File: config.mk
export PLATFORM = sky130hd
export DESIGN_NAME = msi_axi_write_responder_flat
export DESIGN_NICKNAME = d
export VERILOG_FILES = /design/src/rtl/msi_axi_write_responder_if.sv /design/src/rtl/msi_axi_write_responder.sv /design/src/flat_wrapper.sv
export SDC_FILE = /design/constraint.sdc
export NUM_CORES = 1
export LEC_CHECK = 0
export ABC_CLOCK_PERIOD_IN_PS = 8380
export CAP_MARGIN = 25
export CORE_AREA = 2 2 200 202
export DETAILED_ROUTE_END_ITERATION = 12
export DIE_AREA = 0 0 202 204
export GPL_TIMING_DRIVEN = 0
export PLACE_DENSITY = 0.82
export SLEW_MARGIN = 15
export SYNTH_ARGS = -nofsm -noshare
export SYNTH_HDL_FRONTEND = slang
export SYNTH_SLANG_ARGS = --single-unit
File: constraint.sdc
create_clock -name clk -period 8.38 [get_ports clk]
set_input_delay 1.257 -clock clk [delete_from_list [all_inputs] [get_ports clk]]
set_output_delay 1.257 -clock clk [all_outputs]
set_load 0.05 [all_outputs]
File: src/rtl/msi_axi_write_responder_if.sv
// AXI write-channel bundle for the MSI responder (AW, W, B).
// master drives requests; slave answers with ready/response.
interface msi_axi_write_responder_if;
  logic [63:0]  SLAVE_AXI_AWADDR;
  logic [7:0]   SLAVE_AXI_AWID;
  logic [7:0]   SLAVE_AXI_AWLEN;
  logic [2:0]   SLAVE_AXI_AWSIZE;
  logic         SLAVE_AXI_AWVALID;
  logic         SLAVE_AXI_AWREADY;
  logic [255:0] SLAVE_AXI_WDATA;
  logic [31:0]  SLAVE_AXI_WDATA_PAR;
  logic [31:0]  SLAVE_AXI_WSTRB;
  logic [3:0]   SLAVE_AXI_WSTRB_PAR;
  logic         SLAVE_AXI_WLAST;
  logic         SLAVE_AXI_WVALID;
  logic         SLAVE_AXI_WREADY;
  logic [7:0]   SLAVE_AXI_BID;
  logic         SLAVE_AXI_BID_PAR;
  logic [1:0]   SLAVE_AXI_BRESP;
  logic         SLAVE_AXI_BRESP_PAR;
  logic         SLAVE_AXI_BVALID;
  logic         SLAVE_AXI_BREADY;

  modport master (
    output SLAVE_AXI_AWADDR, SLAVE_AXI_AWID,
    output SLAVE_AXI_AWLEN, SLAVE_AXI_AWSIZE,
    output SLAVE_AXI_AWVALID,
    input  SLAVE_AXI_AWREADY,
    output SLAVE_AXI_WDATA, SLAVE_AXI_WDATA_PAR,
    output SLAVE_AXI_WSTRB, SLAVE_AXI_WSTRB_PAR,
    output SLAVE_AXI_WLAST, SLAVE_AXI_WVALID,
    input  SLAVE_AXI_WREADY,
    input  SLAVE_AXI_BID, SLAVE_AXI_BID_PAR,
    input  SLAVE_AXI_BRESP, SLAVE_AXI_BRESP_PAR,
    input  SLAVE_AXI_BVALID,
    output SLAVE_AXI_BREADY
  );

  modport slave (
    input  SLAVE_AXI_AWADDR, SLAVE_AXI_AWID,
    input  SLAVE_AXI_AWLEN, SLAVE_AXI_AWSIZE,
    input  SLAVE_AXI_AWVALID,
    output SLAVE_AXI_AWREADY,
    input  SLAVE_AXI_WDATA, SLAVE_AXI_WDATA_PAR,
    input  SLAVE_AXI_WSTRB, SLAVE_AXI_WSTRB_PAR,
    input  SLAVE_AXI_WLAST, SLAVE_AXI_WVALID,
    output SLAVE_AXI_WREADY,
    output SLAVE_AXI_BID, SLAVE_AXI_BID_PAR,
    output SLAVE_AXI_BRESP, SLAVE_AXI_BRESP_PAR,
    output SLAVE_AXI_BVALID,
    input  SLAVE_AXI_BREADY
  );
endinterface

File: src/rtl/msi_axi_write_responder.sv
// AXI write slave terminating single-beat MSI writes into an event FIFO.
// Define MSI_PARITY_CHECK_EN to reject writes with WDATA/WSTRB parity errors.
module msi_axi_write_responder #(
  parameter logic [31:0] MSI_BASE_ADDR = 32'hFEE0_0000,
  parameter logic [31:0] MSI_ADDR_MASK = 32'hFFF0_0000,
  parameter int          FIFO_DEPTH    = 4,
  parameter int          CNT_WIDTH     = 16
) (
  input  logic                 clk,
  input  logic                 rstn,
  msi_axi_write_responder_if.slave s_axi,
  output logic                 msi_valid,
  input  logic                 msi_ready,
  output logic [15:0]          msi_data,
  output logic [31:0]          msi_addr,
  output logic [CNT_WIDTH-1:0] msi_cnt,
  output logic [CNT_WIDTH-1:0] err_cnt,
  output logic [1:0]           state
);

  localparam int PW = $clog2(FIFO_DEPTH);
  localparam logic [PW:0] DEPTH_C = (PW+1)'(FIFO_DEPTH);

  typedef enum logic [1:0] {
    IDLE   = 2'd0,
    WAIT_W = 2'd1,
    RESP   = 2'd2
  } state_e;

  state_e st_q, st_d;

  logic        awready_q, awready_d;
  logic        wready_q, wready_d;
  logic        bvalid_q, bvalid_d;
  logic [7:0]  bid_q, bid_d;
  logic [1:0]  bresp_q, bresp_d;
  logic [31:0] addr_q, addr_d;
  logic [7:0]  id_q, id_d;
  logic [7:0]  len_q, len_d;
  logic [2:0]  size_q, size_d;

  logic [15:0] fdata_q [FIFO_DEPTH];
  logic [15:0] fdata_d [FIFO_DEPTH];
  logic [31:0] faddr_q [FIFO_DEPTH];
  logic [31:0] faddr_d [FIFO_DEPTH];
  logic [PW-1:0] wptr_q, wptr_d;
  logic [PW-1:0] rptr_q, rptr_d;
  logic [PW:0]   fcnt_q, fcnt_d;

  logic [CNT_WIDTH-1:0] msi_cnt_q, msi_cnt_d;
  logic [CNT_WIDTH-1:0] err_cnt_q, err_cnt_d;

  logic        aw_hs, w_hs, b_hs;
  logic        push, pop;
  logic        bad, par_err;
  logic [4:0]  off;
  logic [31:0] exp_strb;
  logic [15:0] payload;

  assign aw_hs = (st_q == IDLE) && awready_q &&
                 s_axi.SLAVE_AXI_AWVALID;
  assign w_hs  = (st_q == WAIT_W) && wready_q &&
                 s_axi.SLAVE_AXI_WVALID;
  assign b_hs  = (st_q == RESP) && bvalid_q &&
                 s_axi.SLAVE_AXI_BREADY;

  assign off      = addr_q[4:0];
  assign exp_strb = 32'h3 << off;
  assign payload  = 16'(s_axi.SLAVE_AXI_WDATA >> {off, 3'b000});

`ifdef MSI_PARITY_CHECK_EN
  always_comb begin
    par_err = 1'b0;
    for (int i = 0; i < 32; i++) begin
      if (s_axi.SLAVE_AXI_WSTRB[i] &&
          (s_axi.SLAVE_AXI_WDATA_PAR[i] !=
           ~^s_axi.SLAVE_AXI_WDATA[8*i +: 8]))
        par_err = 1'b1;
    end
    for (int j = 0; j < 4; j++) begin
      if (s_axi.SLAVE_AXI_WSTRB_PAR[j] !=
          ~^s_axi.SLAVE_AXI_WSTRB[8*j +: 8])
        par_err = 1'b1;
    end
  end

  logic unused_ok;
  assign unused_ok = ^s_axi.SLAVE_AXI_AWADDR[63:32];
`else
  assign par_err = 1'b0;

  logic unused_ok;
  assign unused_ok = ^{s_axi.SLAVE_AXI_AWADDR[63:32],
                       s_axi.SLAVE_AXI_WDATA_PAR,
                       s_axi.SLAVE_AXI_WSTRB_PAR};
`endif

  assign bad = ((addr_q & MSI_ADDR_MASK) != MSI_BASE_ADDR) ||
               (len_q != 8'd0) ||
               (size_q != 3'd5) ||
               !s_axi.SLAVE_AXI_WLAST ||
               (off == 5'd31) ||
               (s_axi.SLAVE_AXI_WSTRB != exp_strb) ||
               par_err;

  assign push = w_hs && !bad;
  assign pop  = (fcnt_q != '0) && msi_ready;

  always_comb begin
    fdata_d = fdata_q;
    faddr_d = faddr_q;
    wptr_d  = wptr_q;
    rptr_d  = rptr_q;
    fcnt_d  = fcnt_q;
    if (push) begin
      fdata_d[wptr_q] = payload;
      faddr_d[wptr_q] = addr_q;
      wptr_d = wptr_q + PW'(1);
    end
    if (pop) begin
      rptr_d = rptr_q + PW'(1);
    end
    unique case ({push, pop})
      2'b10:   fcnt_d = fcnt_q + (PW+1)'(1);
      2'b01:   fcnt_d = fcnt_q - (PW+1)'(1);
      default: fcnt_d = fcnt_q;
    endcase
  end

  always_comb begin
    msi_cnt_d = msi_cnt_q;
    err_cnt_d = err_cnt_q;
    if (push) begin
      msi_cnt_d = msi_cnt_q + CNT_WIDTH'(1);
    end
    // error counter saturates so a storm stays visible
    if (w_hs && bad && (err_cnt_q != '1)) begin
      err_cnt_d = err_cnt_q + CNT_WIDTH'(1);
    end
  end

  always_comb begin
    st_d     = st_q;
    bvalid_d = bvalid_q;
    bid_d    = bid_q;
    bresp_d  = bresp_q;
    addr_d   = addr_q;
    id_d     = id_q;
    len_d    = len_q;
    size_d   = size_q;
    unique case (st_q)
      IDLE: begin
        if (aw_hs) begin
          addr_d = s_axi.SLAVE_AXI_AWADDR[31:0];
          id_d   = s_axi.SLAVE_AXI_AWID;
          len_d  = s_axi.SLAVE_AXI_AWLEN;
          size_d = s_axi.SLAVE_AXI_AWSIZE;
          st_d   = WAIT_W;
        end
      end
      WAIT_W: begin
        if (w_hs) begin
          bvalid_d = 1'b1;
          bid_d    = id_q;
          bresp_d  = bad ? 2'b10 : 2'b00;
          st_d     = RESP;
        end
      end
      RESP: begin
        if (b_hs) begin
          bvalid_d = 1'b0;
          st_d     = IDLE;
        end
      end
      default: begin
        bvalid_d = 1'b0;
        st_d     = IDLE;
      end
    endcase
    // space can only grow while idle, so this never over-admits
    awready_d = (st_d == IDLE) && (fcnt_d < DEPTH_C);
    wready_d  = (st_d == WAIT_W);
  end

  always_ff @(posedge clk or negedge rstn) begin
    if (!rstn) begin
      st_q      <= IDLE;
      awready_q <= 1'b0;
      wready_q  <= 1'b0;
      bvalid_q  <= 1'b0;
      bid_q     <= '0;
      bresp_q   <= '0;
      addr_q    <= '0;
      id_q      <= '0;
      len_q     <= '0;
      size_q    <= '0;
      wptr_q    <= '0;
      rptr_q    <= '0;
      fcnt_q    <= '0;
      msi_cnt_q <= '0;
      err_cnt_q <= '0;
      for (int i = 0; i < FIFO_DEPTH; i++) begin
        fdata_q[i] <= '0;
        faddr_q[i] <= '0;
      end
    end else begin
      st_q      <= st_d;
      awready_q <= awready_d;
      wready_q  <= wready_d;
      bvalid_q  <= bvalid_d;
      bid_q     <= bid_d;
      bresp_q   <= bresp_d;
      addr_q    <= addr_d;
      id_q      <= id_d;
      len_q     <= len_d;
      size_q    <= size_d;
      wptr_q    <= wptr_d;
      rptr_q    <= rptr_d;
      fcnt_q    <= fcnt_d;
      msi_cnt_q <= msi_cnt_d;
      err_cnt_q <= err_cnt_d;
      fdata_q   <= fdata_d;
      faddr_q   <= faddr_d;
    end
  end

  assign s_axi.SLAVE_AXI_AWREADY   = awready_q;
  assign s_axi.SLAVE_AXI_WREADY    = wready_q;
  assign s_axi.SLAVE_AXI_BVALID    = bvalid_q;
  assign s_axi.SLAVE_AXI_BID       = bid_q;
  assign s_axi.SLAVE_AXI_BRESP     = bresp_q;
  assign s_axi.SLAVE_AXI_BID_PAR   = ~^bid_q;
  assign s_axi.SLAVE_AXI_BRESP_PAR = ~^bresp_q;

  assign msi_valid = (fcnt_q != '0);
  assign msi_data  = fdata_q[rptr_q];
  assign msi_addr  = faddr_q[rptr_q];
  assign msi_cnt   = msi_cnt_q;
  assign err_cnt   = err_cnt_q;
  assign state     = st_q;

endmodule

File: src/flat_wrapper.sv
// flat-port wrapper written by rule: the top's interface ports become plain ports
module msi_axi_write_responder_flat 
#(
  parameter logic [31:0] MSI_BASE_ADDR = 32'hFEE0_0000,
  parameter logic [31:0] MSI_ADDR_MASK = 32'hFFF0_0000,
  parameter int          FIFO_DEPTH    = 4,
  parameter int          CNT_WIDTH     = 16
)
  (clk, rstn, msi_valid, msi_ready, msi_data, msi_addr, msi_cnt, err_cnt, state, s_axi_SLAVE_AXI_AWADDR, s_axi_SLAVE_AXI_AWID, s_axi_SLAVE_AXI_AWLEN, s_axi_SLAVE_AXI_AWSIZE, s_axi_SLAVE_AXI_AWVALID, s_axi_SLAVE_AXI_AWREADY, s_axi_SLAVE_AXI_WDATA, s_axi_SLAVE_AXI_WDATA_PAR, s_axi_SLAVE_AXI_WSTRB, s_axi_SLAVE_AXI_WSTRB_PAR, s_axi_SLAVE_AXI_WLAST, s_axi_SLAVE_AXI_WVALID, s_axi_SLAVE_AXI_WREADY, s_axi_SLAVE_AXI_BID, s_axi_SLAVE_AXI_BID_PAR, s_axi_SLAVE_AXI_BRESP, s_axi_SLAVE_AXI_BRESP_PAR, s_axi_SLAVE_AXI_BVALID, s_axi_SLAVE_AXI_BREADY);
  msi_axi_write_responder_if s_axi_i ();
  input  logic clk;
  input  logic rstn;
  output logic msi_valid;
  input  logic msi_ready;
  output logic [15:0] msi_data;
  output logic [31:0] msi_addr;
  output logic [CNT_WIDTH-1:0] msi_cnt;
  output logic [CNT_WIDTH-1:0] err_cnt;
  output logic [1:0] state;
  input wire logic [$bits(s_axi_i.SLAVE_AXI_AWADDR)-1:0] s_axi_SLAVE_AXI_AWADDR;
  input wire logic [$bits(s_axi_i.SLAVE_AXI_AWID)-1:0] s_axi_SLAVE_AXI_AWID;
  input wire logic [$bits(s_axi_i.SLAVE_AXI_AWLEN)-1:0] s_axi_SLAVE_AXI_AWLEN;
  input wire logic [$bits(s_axi_i.SLAVE_AXI_AWSIZE)-1:0] s_axi_SLAVE_AXI_AWSIZE;
  input wire logic [$bits(s_axi_i.SLAVE_AXI_AWVALID)-1:0] s_axi_SLAVE_AXI_AWVALID;
  output wire logic [$bits(s_axi_i.SLAVE_AXI_AWREADY)-1:0] s_axi_SLAVE_AXI_AWREADY;
  input wire logic [$bits(s_axi_i.SLAVE_AXI_WDATA)-1:0] s_axi_SLAVE_AXI_WDATA;
  input wire logic [$bits(s_axi_i.SLAVE_AXI_WDATA_PAR)-1:0] s_axi_SLAVE_AXI_WDATA_PAR;
  input wire logic [$bits(s_axi_i.SLAVE_AXI_WSTRB)-1:0] s_axi_SLAVE_AXI_WSTRB;
  input wire logic [$bits(s_axi_i.SLAVE_AXI_WSTRB_PAR)-1:0] s_axi_SLAVE_AXI_WSTRB_PAR;
  input wire logic [$bits(s_axi_i.SLAVE_AXI_WLAST)-1:0] s_axi_SLAVE_AXI_WLAST;
  input wire logic [$bits(s_axi_i.SLAVE_AXI_WVALID)-1:0] s_axi_SLAVE_AXI_WVALID;
  output wire logic [$bits(s_axi_i.SLAVE_AXI_WREADY)-1:0] s_axi_SLAVE_AXI_WREADY;
  output wire logic [$bits(s_axi_i.SLAVE_AXI_BID)-1:0] s_axi_SLAVE_AXI_BID;
  output wire logic [$bits(s_axi_i.SLAVE_AXI_BID_PAR)-1:0] s_axi_SLAVE_AXI_BID_PAR;
  output wire logic [$bits(s_axi_i.SLAVE_AXI_BRESP)-1:0] s_axi_SLAVE_AXI_BRESP;
  output wire logic [$bits(s_axi_i.SLAVE_AXI_BRESP_PAR)-1:0] s_axi_SLAVE_AXI_BRESP_PAR;
  output wire logic [$bits(s_axi_i.SLAVE_AXI_BVALID)-1:0] s_axi_SLAVE_AXI_BVALID;
  input wire logic [$bits(s_axi_i.SLAVE_AXI_BREADY)-1:0] s_axi_SLAVE_AXI_BREADY;
  assign s_axi_i.SLAVE_AXI_AWADDR = s_axi_SLAVE_AXI_AWADDR;
  assign s_axi_i.SLAVE_AXI_AWID = s_axi_SLAVE_AXI_AWID;
  assign s_axi_i.SLAVE_AXI_AWLEN = s_axi_SLAVE_AXI_AWLEN;
  assign s_axi_i.SLAVE_AXI_AWSIZE = s_axi_SLAVE_AXI_AWSIZE;
  assign s_axi_i.SLAVE_AXI_AWVALID = s_axi_SLAVE_AXI_AWVALID;
  assign s_axi_SLAVE_AXI_AWREADY = s_axi_i.SLAVE_AXI_AWREADY;
  assign s_axi_i.SLAVE_AXI_WDATA = s_axi_SLAVE_AXI_WDATA;
  assign s_axi_i.SLAVE_AXI_WDATA_PAR = s_axi_SLAVE_AXI_WDATA_PAR;
  assign s_axi_i.SLAVE_AXI_WSTRB = s_axi_SLAVE_AXI_WSTRB;
  assign s_axi_i.SLAVE_AXI_WSTRB_PAR = s_axi_SLAVE_AXI_WSTRB_PAR;
  assign s_axi_i.SLAVE_AXI_WLAST = s_axi_SLAVE_AXI_WLAST;
  assign s_axi_i.SLAVE_AXI_WVALID = s_axi_SLAVE_AXI_WVALID;
  assign s_axi_SLAVE_AXI_WREADY = s_axi_i.SLAVE_AXI_WREADY;
  assign s_axi_SLAVE_AXI_BID = s_axi_i.SLAVE_AXI_BID;
  assign s_axi_SLAVE_AXI_BID_PAR = s_axi_i.SLAVE_AXI_BID_PAR;
  assign s_axi_SLAVE_AXI_BRESP = s_axi_i.SLAVE_AXI_BRESP;
  assign s_axi_SLAVE_AXI_BRESP_PAR = s_axi_i.SLAVE_AXI_BRESP_PAR;
  assign s_axi_SLAVE_AXI_BVALID = s_axi_i.SLAVE_AXI_BVALID;
  assign s_axi_i.SLAVE_AXI_BREADY = s_axi_SLAVE_AXI_BREADY;
  msi_axi_write_responder #(.MSI_BASE_ADDR(MSI_BASE_ADDR), .MSI_ADDR_MASK(MSI_ADDR_MASK), .FIFO_DEPTH(FIFO_DEPTH), .CNT_WIDTH(CNT_WIDTH)) u_core (.clk(clk), .rstn(rstn), .s_axi(s_axi_i), .msi_valid(msi_valid), .msi_ready(msi_ready), .msi_data(msi_data), .msi_addr(msi_addr), .msi_cnt(msi_cnt), .err_cnt(err_cnt), .state(state));
endmodule
==> metrics.txt <==
endpoints failing hold 0; clock skew 0.01309 ns; Initial DRC Count 1,136; final setup fails 0; Pre-Repair DR Iteration Count 5; Max Root-Sink Buffers 3; MaxCap Viol Count 0; fin crit period 5.817 ns; die area 41,210 um^2; vias per inst 5.832; P_leak 9.814 nW; hold buffers post-CTS 0; Via Count 13,098; cell taking the most area after synthesis dfrtp_1; antenna violations before repair 15; Syn Nets 1,637; Critical Path Sink Type flip-flop; worst-path fanout max 10; post-synthesis sequential area ratio 45.10%; Crit-path slowest cell nor4_4; DRC viols 0; GPL Wtd Cong 0.9408; Power Internal 3.602 mW; footprint of the multi-input gates 8531 um^2; critical path arrival 6.26 ns; Detail Placement HPWL 47,070 um; outcome finished clean; clock-pin slew on the worst setup and hold paths 0.07 ns; share of cells above drive strength 1 27.63%; worst path cell trace clkbuf_1 -> inv_2 -> clkbuf_1 -> ha_1 -> clkbuf_1 -> nor4bb_1 -> xnor2_1 -> o2111a_1 -> nand4_1 -> nor4_4 -> nand2_1 -> ha_1 -> fa_1 -> xnor2_1 -> nor2_1 -> xor2_1 -> nor3_1; worst hold path type reg2reg; CP dominant cell by count clkbuf_1; Congestion Overflow GR 0; area grow syn2layout 37.82%; Post-DRT Antenna Nets 0; maximum clock frequency 171.9 MHz; crit path kind reg2reg; Syn Inst Count 1,213; CTS Buf Count 29; RR Endpoint u_core.s_axi.SLAVE_AXI_AWREADY; PortBufs 442; Cell Area, Synth 16,420 um^2; top cells by area, synth dfrtp_1 45%, mux4_2 20%, mux2_2 12%, nand2_1 2.1%, mux2_1 2.0%; area fraction of the dominant cell type after synthesis 45.10%; FP Rows 73; crit share post-route 69.42%; root buffer cell clkbuf_16; FF-to-FF setup slack 2.56 ns; mean post-synth cell area 13.54 um^2; number of global-route vias before repair 13,935; Sw Ratio 38.73%; CP startpoint kind flip-flop; Power per Cell Area 259.7 nW/um^2; Min Hold Slack 0.4658 ns; Critical Path Sink u_core.s_axi.SLAVE_AXI_AWREADY; Slew Viols, Final 0; register area 7407 um^2; Starting Density 41.92%; YS warnings 0; VDD IR-drop max 0.6273 mV; WL/cell 26.54 um; Tot GR Track Use 29.15%; unrepaired setup endpoints after global routing no; clock latency at the later pin of the worst-skew pair 0.57 ns; Max transition margin 34.75%; post-synthesis register bit count 296; Layout fillers 3,152; H-Tree Depth 1; nets 2,114; critical path's largest stage delay 0.62 ns; worst setup path startpoint u_core.addr_q[0]; number of synthesized flops with an enable pin 0; Util after Layout 57.77%; Reg power frac 29.8%; first-pass GRT wire length 89,260 um; CTS Sinks 296; most numerous cell in the Yosys netlist dfrtp_1; IO Count 512; cell count of the worst reg-to-reg path 17; Sum Neg Setup Slack 0 ns; Clk network pwr share 23.7%; die span in x 202 um; Worst-Margin Slew 0.9787 ns; Synth Flop Type dfrtp_1; worst r2r src u_core.addr_q[0]; Yosys cell types 65; Post-Route WL 59,610 um; CTS tree yes; chip height 204 um; core area 39,180 um^2; CP Data Required Time 8.82 ns; async set-reset flop share out of synthesis 100.0%; net switching power 2.277 mW; Comb power frac 46.5%; post_cts resized 0; postcts setup bufs 0; synth cell count leaders 296 x dfrtp_1, 181 x mux2_2, 144 x mux4_2; largest net degree at the start of global routing 112
logic make-up after synthesis:
| family | Yosys count | synth area share, % |
|---|---|---|
| adder cells (fa/ha/maj) | 10 | 0.8075 |
| XOR/XNOR | 47 | 2.506 |
| multiplexers | 362 | 34.63 |
| AO/OA/AOI/OAI | 101 | 4.137 |
| other | 1 | 0.02283 |
| flip-flops | 296 | 45.10 |
| buffers and inverters | 102 | 2.994 |
| AND/OR/NAND/NOR | 294 | 9.804 |
per-layer routing:
metal | share of wire [%] | vias up | routed length, um | track usage, %
li1 | - | 5553 | - | -
met2 | 48 | 574 | 28330 | 47.79
met4 | 3.1 | 10 | 1863 | 8.193
met1 | 41 | 6852 | 24430 | 38.62
met3 | 8.3 | 109 | 4921 | 7.366
met5 | 0.11 | - | 65 | 0
worst max-delay path, delay by kind of cell (launching register included):
kind | cells | cell delay [ns]
simple gates | 6 | 1.81
buf+inv | 4 | 1.39
fa+ha+maj | 3 | 1.28
xor+xnor | 3 | 0.56
flops | 1 | 0.39
compound gates | 1 | 0.24
stage by stage:
step	power [mW]	setup slack, ns	instances	instance area (um^2)
after detailed placement	4.453	2.583	2183	21580
final	5.880	2.563	2246	22640
after floorplan	3.468	4.040	1213	16420
after global placement	4.402	-5.989	2180	21510
after global routing	6.127	2.163	2240	22620
after CTS	5.864	2.522	2236	22600
registers in the layout, indices dropped and copies added, names as in the netlist, 2 cells and up:
| signal | cells |
|---|---|
| u_core.fcnt_q | 3 |
| u_core.wptr_q | 2 |
| u_core.len_q | 8 |
| u_core.s_axi.SLAVE_AXI_BID | 8 |
| u_core.faddr_q | 128 |
| u_core.id_q | 8 |
| u_core.size_q | 3 |
| u_core.fdata_q | 64 |
| u_core.state | 2 |
| u_core.msi_cnt | 16 |
| u_core.rptr_q | 2 |
| u_core.addr_q | 32 |
| u_core.err_cnt | 16 |
how the worst min path moves through the flow:
stage | slack (ns) | end | from | depth (start not counted)
6_report | 0.47 | u_core.faddr_q[57] | u_core.faddr_q[57] | 1
4_1_cts | 0.47 | u_core.faddr_q[27] | u_core.faddr_q[27] | 1
2_1_floorplan | 0.43 | u_core.faddr_q[53] | u_core.faddr_q[53] | 1
3_3_place_gp | 0.45 | u_core.faddr_q[59] | u_core.faddr_q[59] | 1
3_5_place_dp | 0.45 | u_core.faddr_q[23] | u_core.faddr_q[23] | 1
5_1_grt | 0.48 | u_core.faddr_q[85] | u_core.faddr_q[85] | 1
layout by cell type, fill, tap and decap left out, types with 5 or more instances in the layout:
| cell type | count |
|---|---|
| clkdlybuf4s50_1 | 441 |
| dfrtp_1 | 296 |
| mux2_2 | 181 |
| mux4_2 | 144 |
| nand2_1 | 92 |
| or2_2 | 44 |
| clkbuf_1 | 38 |
| xnor2_1 | 30 |
| mux2_1 | 29 |
| clkbuf_16 | 29 |
| buf_2 | 26 |
| nor2_1 | 24 |
| o21ai_0 | 24 |
| nand3_1 | 24 |
| nor2b_1 | 20 |
| a21oi_1 | 19 |
| xor2_1 | 17 |
| nand4_1 | 15 |
| and3_1 | 14 |
| buf_1 | 12 |
| nor3_1 | 10 |
| diode_2 | 9 |
| ha_1 | 9 |
| inv_1 | 8 |
| buf_4 | 8 |
| mux2i_1 | 8 |
| clkbuf_8 | 8 |
| clkinv_2 | 8 |
| a211oi_1 | 7 |
| and3b_1 | 7 |
| nor3b_1 | 7 |
| buf_6 | 7 |
| a22oi_1 | 6 |
| o211ai_1 | 6 |
| a311oi_1 | 5 |
| o22ai_1 | 5 |
| a211o_1 | 5 |
| nand4b_1 | 5 |
| a21o_1 | 5 |
power by group through the flow:
stage          clock, mW  combinational, mW  sequential [mW]
6_report            1.39               2.73             1.75
2_1_floorplan          0               1.60             1.87
5_1_grt             1.48               2.88             1.77
4_1_cts             1.42               2.70             1.75
3_5_place_dp           0               2.68             1.77
3_3_place_gp           0               2.64             1.76
cell type report:
type                       count  area share, %
multi-input combinational    815          37.69
sequential                   296          32.72
timing repair buffer         446          19.89
clock buffer                  38          3.709
tap                          525          2.902
buffer                        92          2.006
clock inverter                15         0.8180
inverter                      10         0.1658
antenna                        9        0.09949
Note: power is estimated with default switching activity, not from simulation.
